===== config.mk =====
export PLATFORM = sky130hd
export DESIGN_NAME = pixel_write_buffer_flat
export DESIGN_NICKNAME = d
export VERILOG_FILES = /design/src/rtl/stages_definition_pkg.sv /design/src/rtl/pixel_write_buffer_if.sv /design/src/rtl/pix_fifo_mem.sv /design/src/rtl/pixel_write_buffer.sv /design/src/flat_wrapper.sv
export SDC_FILE = /design/constraint.sdc
export NUM_CORES = 1
export LEC_CHECK = 0
export CORE_MARGIN = 8
export CORE_UTILIZATION = 50
export CTS_BUF_LIST = sky130_fd_sc_hd__clkbuf_2
export CTS_CLUSTER_DIAMETER = 80
export DETAILED_ROUTE_END_ITERATION = 12
export PLACE_DENSITY_LB_ADDON = 0.08
export SLEW_MARGIN = 0
export SYNTH_ARGS = -nofsm -noshare
export SYNTH_HDL_FRONTEND = slang
export SYNTH_SLANG_ARGS = --single-unit
export TNS_END_PERCENT = 30

===== constraint.sdc =====
create_clock -name clk -period 18.31 [get_ports clk]
set_input_delay 3.662 -clock clk [delete_from_list [all_inputs] [get_ports clk]]
set_output_delay 3.662 -clock clk [all_outputs]
set_load 0.02 [all_outputs]

===== src/rtl/stages_definition_pkg.sv =====
// Shared pipeline-stage definitions used by the pixel write buffer.
// pix_write_t is one buffered pixel store (address + value); pwb_state_t is
// the presentation FSM of the buffer (IDLE: nothing offered, SEND: head
// entry offered on the frame-buffer port).
package stages_definition_pkg;

  localparam int PIX_ADDR_W = 32;
  localparam int PIX_DATA_W = 32;

  typedef struct packed {
    logic [PIX_ADDR_W-1:0] addr;
    logic [PIX_DATA_W-1:0] data;
  } pix_write_t;

  typedef enum logic {
    PWB_IDLE = 1'b0,
    PWB_SEND = 1'b1
  } pwb_state_t;

endpackage


===== src/rtl/pixel_write_buffer_if.sv =====
// Frame-buffer port of the pixel write buffer: valid/ready handshake with
// address and data of the presented pixel write.
//   master: pixel_write_buffer (drives pix_valid/pix_addr/pix_data)
//   slave : frame-buffer side  (drives pix_ready)
interface pixel_write_buffer_if #(
  parameter int ADDR_W = 32,
  parameter int DATA_W = 32
);
  logic              pix_valid;
  logic [ADDR_W-1:0] pix_addr;
  logic [DATA_W-1:0] pix_data;
  logic              pix_ready;

  modport master (output pix_valid, pix_addr, pix_data, input pix_ready);
  modport slave  (input pix_valid, pix_addr, pix_data, output pix_ready);
endinterface


===== src/rtl/pix_fifo_mem.sv =====
// Storage array of the pixel write buffer: DEPTH x pix_write_t, one write
// port, one registered read port.
//   clk, reset    : clock, synchronous active-low reset (read register only)
//   we/waddr/wdata: write port
//   re/raddr      : read strobe and address; rdata updates on the next edge
//   rdata         : registered read data
// A read of the slot being written in the same cycle returns the new data,
// so a push into an empty buffer can be presented one cycle later.
module pix_fifo_mem
  import stages_definition_pkg::*;
#(
  parameter int DEPTH = 8,
  parameter int PW    = $clog2(DEPTH)
) (
  input  logic          clk,
  input  logic          reset,
  input  logic          we,
  input  logic [PW-1:0] waddr,
  input  pix_write_t    wdata,
  input  logic          re,
  input  logic [PW-1:0] raddr,
  output pix_write_t    rdata
);

  pix_write_t mem [DEPTH];

  always_ff @(posedge clk) begin
    if (we) mem[waddr] <= wdata;
  end

  always_ff @(posedge clk) begin
    if (!reset)
      rdata <= '0;
    else if (re)
      rdata <= (we && (waddr == raddr)) ? wdata : mem[raddr];
  end

endmodule


===== src/rtl/pixel_write_buffer.sv =====
// In-order buffer of pixel stores between the memory stage and the
// frame-buffer port.
//   clk, reset      : clock, synchronous active-low reset
//   wr_en/addr/data : pixel store from the exe_mem pipeline register
//   full            : stall request to hazard logic (count == DEPTH)
//   halt            : blocks launch of a new transaction
//   pix             : frame-buffer port (master side)
//   count           : occupied entries, presented one included
//   overflow        : sticky, a write was dropped while full
// The head entry is loaded into the registered read port whenever a new
// transaction launches, so pix_addr/pix_data hold still while waiting for
// pix_ready, independent of halt or incoming writes.
module pixel_write_buffer
  import stages_definition_pkg::*;
#(
  parameter int DEPTH  = 8,
  parameter int ADDR_W = 32,
  parameter int DATA_W = 32
) (
  input  logic                     clk,
  input  logic                     reset,
  input  logic                     wr_en,
  input  logic [ADDR_W-1:0]        wr_addr,
  input  logic [DATA_W-1:0]        wr_data,
  output logic                     full,
  input  logic                     halt,
  pixel_write_buffer_if.master     pix,
  output logic [$clog2(DEPTH):0]   count,
  output logic                     overflow
);

  localparam int PW = $clog2(DEPTH);
  localparam int CW = PW + 1;

  pwb_state_t    state, state_nxt;
  logic [PW-1:0] rd_ptr, wr_ptr, raddr;
  logic [CW-1:0] count_nxt;
  logic          push, pop, load;
  pix_write_t    wentry, rentry;

  assign pop  = (state == PWB_SEND) && pix.pix_ready;
  assign push = wr_en && ((count != CW'(DEPTH)) || pop);
  assign full = (count == CW'(DEPTH));

  always_comb begin
    count_nxt = count;
    case ({push, pop})
      2'b10:   count_nxt = count + CW'(1);
      2'b01:   count_nxt = count - CW'(1);
      default: count_nxt = count;
    endcase
  end

  // load: a new head must be captured into the read register this edge.
  always_comb begin
    state_nxt = state;
    load      = 1'b0;
    case (state)
      PWB_IDLE: begin
        if ((count_nxt != '0) && !halt) begin
          state_nxt = PWB_SEND;
          load      = 1'b1;
        end
      end
      PWB_SEND: begin
        if (pop) begin
          if ((count_nxt != '0) && !halt) begin
            state_nxt = PWB_SEND;
            load      = 1'b1;
          end else begin
            state_nxt = PWB_IDLE;
          end
        end
      end
      default: state_nxt = PWB_IDLE;
    endcase
  end

  // After a pop the next head sits one slot past the current read pointer.
  assign raddr = pop ? rd_ptr + PW'(1) : rd_ptr;

  always_ff @(posedge clk) begin
    if (!reset) begin
      state    <= PWB_IDLE;
      count    <= '0;
      rd_ptr   <= '0;
      wr_ptr   <= '0;
      overflow <= 1'b0;
    end else begin
      state <= state_nxt;
      count <= count_nxt;
      if (push) wr_ptr <= wr_ptr + PW'(1);
      if (pop)  rd_ptr <= rd_ptr + PW'(1);
      if (wr_en && !push) overflow <= 1'b1;
    end
  end

  assign wentry.addr = PIX_ADDR_W'(wr_addr);
  assign wentry.data = PIX_DATA_W'(wr_data);

  pix_fifo_mem #(.DEPTH(DEPTH)) u_mem (
    .clk   (clk),
    .reset (reset),
    .we    (push && reset),
    .waddr (wr_ptr),
    .wdata (wentry),
    .re    (load),
    .raddr (raddr),
    .rdata (rentry)
  );

  assign pix.pix_valid = (state == PWB_SEND);
  assign pix.pix_addr  = ADDR_W'(rentry.addr);
  assign pix.pix_data  = DATA_W'(rentry.data);

endmodule


===== src/flat_wrapper.sv =====
// flat-port wrapper written by rule: the top's interface ports become plain ports
module pixel_write_buffer_flat import stages_definition_pkg::*;
#(
  parameter int DEPTH  = 8,
  parameter int ADDR_W = 32,
  parameter int DATA_W = 32
)
  (clk, reset, wr_en, wr_addr, wr_data, full, halt, count, overflow, pix_pix_valid, pix_pix_addr, pix_pix_data, pix_pix_ready);
  pixel_write_buffer_if #(.ADDR_W(ADDR_W), .DATA_W(DATA_W)) pix_i ();
  input  logic clk;
  input  logic reset;
  input  logic wr_en;
  input  logic [ADDR_W-1:0] wr_addr;
  input  logic [DATA_W-1:0] wr_data;
  output logic full;
  input  logic halt;
  output logic [$clog2(DEPTH):0] count;
  output logic overflow;
  output wire logic [$bits(pix_i.pix_valid)-1:0] pix_pix_valid;
  output wire logic [$bits(pix_i.pix_addr)-1:0] pix_pix_addr;
  output wire logic [$bits(pix_i.pix_data)-1:0] pix_pix_data;
  input wire logic [$bits(pix_i.pix_ready)-1:0] pix_pix_ready;
  assign pix_pix_valid = pix_i.pix_valid;
  assign pix_pix_addr = pix_i.pix_addr;
  assign pix_pix_data = pix_i.pix_data;
  assign pix_i.pix_ready = pix_pix_ready;
  pixel_write_buffer #(.DEPTH(DEPTH), .ADDR_W(ADDR_W), .DATA_W(DATA_W)) u_core (.clk(clk), .reset(reset), .wr_en(wr_en), .wr_addr(wr_addr), .wr_data(wr_data), .full(full), .halt(halt), .pix(pix_i), .count(count), .overflow(overflow));
endmodule

# Yosys cells after proc, flatten, opt, wreduce, memory -nomap -nowiden
# Memories as Yosys holds them, arrays and structs flattened. A register that Yosys moved wholly into a read port is not among the register bits.
# Cells that the tools add are included.
# classes
add_sub_neg,4
n_eq_ne,4
mux,9
bitwise_logic,1
reduce_logical,10
# op_table
operator,count
case mux 4 bit (2 select lines),1
"adder 3 x 1 -> 3 bit, second input constant",2
logical AND 1 bit,5
two-way mux 1 bit,5
"adder 4 x 1 -> 4 bit, second input constant",1
"== test 4 bit, second input constant",1
"!= test 4 bit, second input constant",1
case mux 1 bit (2 select lines),2
nonzero test 4 bit,1
"subtractor 4 x 1 -> 4 bit, second input constant",1
logical NOT 1 bit,3
two-way mux 3 bit,1
"== test 2 x 1 -> 1 bit, second input constant",1
"== test 2 bit, second input constant",1
logical OR 1 bit,1
NOT 1 bit,1
# word_totals
regBits,12
ram_bits,512
inputBits,69
memories,1
# memory_table
name,words,width,read_ports,rd_clocked_by_memory_dff,write_ports,line,source
u_core.u_mem.mem,8,64,1,1,1,pix_fifo_mem.sv:25,pix_write_t mem [DEPTH];

# Logic depth before layout (Yosys ltp)
# depth
ltp_word,10
ltp_mapped,10
ltp_nobuf,9

# Cells and area by module
# Synthesis repeated with hierarchy kept, for this count alone.
# hier_totals
hier_cells,1149
area_unflattened_um2,22190.0
# modules_own_cells
module,n_inst,cells_each,area_each_um2,seq_area_each_um2
pix_fifo_mem,1,1079,21523.1,16656.0
pixel_write_buffer,1,70,666.9,240.2

# Least setup slack after synthesis
# Ideal clock, no wire load.
# synth_timing
path_kind,input to register
from,in pix_pix_ready
to,"mem u_core.u_mem.mem[1][0] (netlist bit), enable pin"
setup_ps,565
arrival_time_ps,8836
path_slack_ps,8910
stages,5
n_path_buf,1
cell_sequence,buf_4 > nand2_2 > a21boi_1 > nand3_1 > nor3_1
# synth_between
elab_chain_len,6
# synth_lines
element,line,source
start: declaration,flat_wrapper.sv:22,input wire logic [$bits(pix_i.pix_ready)-1:0] pix_pix_ready;
logical AND 1 bit,pixel_write_buffer.sv:41,assign pop = (state == PWB_SEND) && pix.pix_ready;
logical OR 1 bit,pixel_write_buffer.sv:42,assign push = wr_en && ((count != CW'(DEPTH)) || pop);
logical AND 1 bit,pixel_write_buffer.sv:42,
logical AND 1 bit,pixel_write_buffer.sv:104,".we (push && reset),"
two-way mux 1 bit,pix_fifo_mem.sv:28,if (we) mem[waddr] <= wdata;
two-way mux 1 bit (implied by the code),pix_fifo_mem.sv:28,
end: declaration,pix_fifo_mem.sv:25,
# No other way between the ends.

# Worst setup path in the final report
# layout_timing
from,in pix_pix_ready
to,reg u_core.u_mem.rdata[15] (netlist name)
# layout_between
elab_chain_len,10
elab_cells_between_ends,12
classes_between,2 x eq/ne; 5 x mux; 5 x reduce/logical
# layout_lines
element,line,source
logical AND 1 bit (*),pixel_write_buffer.sv:41,
logical OR 1 bit,pixel_write_buffer.sv:42,
logical AND 1 bit,pixel_write_buffer.sv:42,
== test 2 x 1 -> 1 bit / == test 2 bit (equally long branches),pixel_write_buffer.sv:47,"case ({push, pop})"
case mux 4 bit (2 select lines),pixel_write_buffer.sv:47,
nonzero test 4 bit,"pixel_write_buffer.sv:60, pixel_write_buffer.sv:67",
logical AND 1 bit,"pixel_write_buffer.sv:60, pixel_write_buffer.sv:67",
two-way mux 1 bit,"pixel_write_buffer.sv:60, pixel_write_buffer.sv:67",
two-way mux 1 bit,pixel_write_buffer.sv:66,if (pop) begin
case mux 1 bit (2 select lines),pixel_write_buffer.sv:58,case (state)
# Every way passes the cells marked *; elsewhere a longest branch is shown, timed or not.
# A chain may end at the register's enable or synchronous reset.

==> flow_summary.toml <==
[logic_synthesis]
netlist_instances = 1566
synth-edff-count = 512
synth_area_leaders = "edfxtp_1 67%, dfxtp_1 6.7%, nand2_1 6.4%"
netlist_area_sq_mm = 0.0229
yosys_register_bits = 588
synth_top_area_cell = "edfxtp_1"
synth-seq-area-share_pct = 73.9
yosys_warnings = 0
synth_top_area_share_pct = 67.2
yosysUniqueCellTypes = 53
synthTopCellsByCount = "512 x edfxtp_1, 388 x nand2_1, 84 x clkbuf_1, 76 x dfxtp_1"
synthArstFlopShare_pct = 0
post-synth-top-count-cell = "edfxtp_1"
syn_avg_cell_area_sq_um = 14.6
synthFlopType = "edfxtp_1"
syn_nets = 1640

[worst_setup_path]
crit_arrival_ps = 7620
cp_max_fo = 37
critical_path_required_ps = 19490
cp-start-kind = "input pin"
end_kind = "flop"
crit_type = "input pin to flop"

[pwr]
p_clk_share_pct = 33.1
sw_frac_of_total_pct = 26.5
p_int_mw = 2.03
power_leakage_nw = 9.29
power_frac_comb_pct = 11.9
p_sw_mw = 0.732
max-vdd-ir-drop_mv = 0.0467
seqPwrFrac_pct = 54.9
power_mw = 2.77
power_density_mw_per_mm2 = 105

[floorplan]
start_util_pct = 50.5
io_pins = 140
design.die.area_sq_mm = 0.0528
core_sq_mm = 0.0453
placementRows = 78
die_y_um = 230
die_w_um = 230

[clock_tree]
clkTransAtPathRegs_ps = 110
worst_skew_pair.late_latency_ps = 1280
cts_resized = 0
ctsLongestPathBuffers = 3
h-tree-depth = 4
cts-buffers-inserted = 148
cts_tree = "yes"
cts_setup_buffers = 0
cts_hold_buf = 0
cts_root_buf = "clkbuf_2"
cts_num_sinks = 588

[drt]
wl_um = 57100
ant_nets = 0
vias_per_cell = 5.78
drt_iter0_drc = 1220
routedWlPerCell_um = 22.9
dr.pass1.iters = 5
vias = 14400
drc = 0

[sta]
fin_crit_sh_pct = 35.2
report.final.hold_viol_count = 0
max_freq_mhz = 155
drv_slew = 0
rsz0062_at_grt = "false"
slew_headroom_pct = 27.2
tns_ps = 0
setup_viol_count_final = 0
worstMarginPinSlew_ps = 1090
skew_ps = 56.5
min_period_ps = 6440

[place]
io_buffers = 139
gp_congestion = 0.754
dp_hpwl_um = 27300
dp.cells = 2218
placed_area_sq_mm = 0.0248

[final_layout]
fill_cells = 3695
final_area_sq_mm = 0.0262
fin_cells = 2488
utilization_pct = 58.0
layout.nets = 1842
drive_above_1_share_pct = 19.5
syn_to_final_growth_pct = 14.8

[status]
outcome = "finished, final reports clean"

[global_routing]
grt_pass1_wl_um = 86800
grt_max_degree = 164
antenna_found_initial = 6
grt_pass1_vias = 14600
globalRoute.totalOverflow = 0
grt_usage_pct = 21.4

[min_path]
hold_class = "flop to flop"

[flow_run]
maxCapViolations = 0
## cells by family (layout without fill, tap and decap cells)
logic type,after synthesis,in the layout,synth area share [%]
compound gates,285,285,10.9
simple gates,492,492,9.15
flops,588,588,73.9
fa+ha+maj,5,5,0.306
xor+xnor,10,10,0.476
other cells,0,4,0
mux,66,66,2.94
buf+inv,120,438,2.33
## per-stage QoR
| stage | hold slack [ps] | worst slack [ps] |
|---|---|---|
| final | 456 | 11870 |
| after global routing | 471 | 11640 |
| after CTS | 458 | 11690 |
| after detailed placement | 442 | 10660 |
| after global placement | 445 | 10710 |
| after floorplan | 522 | 8910 |
## layout make-up
| type | instances | area (sq um) | area share, % |
|---|---|---|---|
| Multi-Input combinational cell | 858 | 5550 | 21.2 |
| Timing Repair Buffer | 165 | 1600 | 6.09 |
| Clock inverter | 21 | 185 | 0.706 |
| Antenna cell | 4 | 10.0 | 0.0381 |
| Inverter | 7 | 26.3 | 0.100 |
| Sequential cell | 588 | 16900 | 64.4 |
| Clock buffer | 245 | 1230 | 4.67 |
| Tap cell | 600 | 751 | 2.86 |
## power by group through the flow
stage                     combinational (mW)  clock, mW  sequential [mW]
final                                  0.330      0.917             1.52
after global routing                   0.357       1.02             1.52
after CTS                              0.333      0.945             1.52
after detailed placement               0.331          0             1.55
after global placement                 0.326          0             1.55
after floorplan                        0.183          0             1.57
## placed cells by master (no fill, tap or decap), types with 2 or more instances in the layout
| master | instances |
|---|---|
| edfxtp_1 | 512 |
| nand2_1 | 387 |
| clkbuf_2 | 245 |
| clkdlybuf4s50_1 | 139 |
| dfxtp_1 | 76 |
| a32oi_1 | 65 |
| mux2i_1 | 65 |
| a31oi_1 | 64 |
| a32o_1 | 64 |
| nand4_1 | 63 |
| a22o_2 | 56 |
| buf_4 | 25 |
| nor2_1 | 11 |
| clkinv_1 | 10 |
| a22o_1 | 9 |
| inv_2 | 7 |
| inv_1 | 6 |
| nand3_1 | 6 |
| nor2_4 | 6 |
| a21oi_1 | 6 |
| xnor2_1 | 6 |
| diode_2 | 4 |
| nand3b_1 | 4 |
| ha_1 | 4 |
| bufinv_16 | 4 |
| a21bo_2 | 3 |
| o21ai_0 | 3 |
| nand2b_1 | 2 |
| nor3_2 | 2 |
| and2_1 | 2 |
| a311oi_1 | 2 |
| xor2_1 | 2 |
## sequential cells by signal (all words and copies together), names as in the netlist
register and flops:
u_core.count 4, u_core.overflow 1, u_core.pix.pix_valid 1, u_core.rd_ptr 3
u_core.u_mem.mem 512, u_core.u_mem.rdata 64, u_core.wr_ptr 3
## per-layer routing
layer / wire, um / share of wire [%] / vias to the layer above / GRT usage, %
met3: 3550 / 6.2 / 106 / 5.86
met1: 25100 / 44 / 7185 / 28.2
li1: - / - / 6596 / -
met4: 1140 / 2.0 / 6 / 8.26
met5: 35 / 0.061 / - / 0
met2: 27300 / 48 / 479 / 33.7
## path summary, 6_finish.rpt
| check | from | end | slack (ps) | cells past startpoint |
|---|---|---|---|---|
| max | pix_pix_ready | u_core.u_mem.rdata[15]$_SDFFE_PN0P_ | 11870 | 12 |
| min | u_core.overflow$_SDFFE_PN0P_ | u_core.overflow$_SDFFE_PN0P_ | 460 | 2 |
| max reg2reg | u_core.pix.pix_valid$_SDFF_PN0_ | u_core.u_mem.rdata[15]$_SDFFE_PN0P_ | 14400 | 11 |
| min reg2reg | u_core.overflow$_SDFFE_PN0P_ | u_core.overflow$_SDFFE_PN0P_ | 460 | 2 |
## critical path, stage by stage
cell	delay (ps)
clkdlybuf4s50_1	770
nand3b_4	200
inv_1	130
ha_1	240
a21o_2	210
a21oi_1	270
mux2i_4	320
xor2_2	110
o41ai_4	330
buf_4	430
buf_4	620
a22o_2	250
Note: power is estimated with default switching activity, not from simulation.
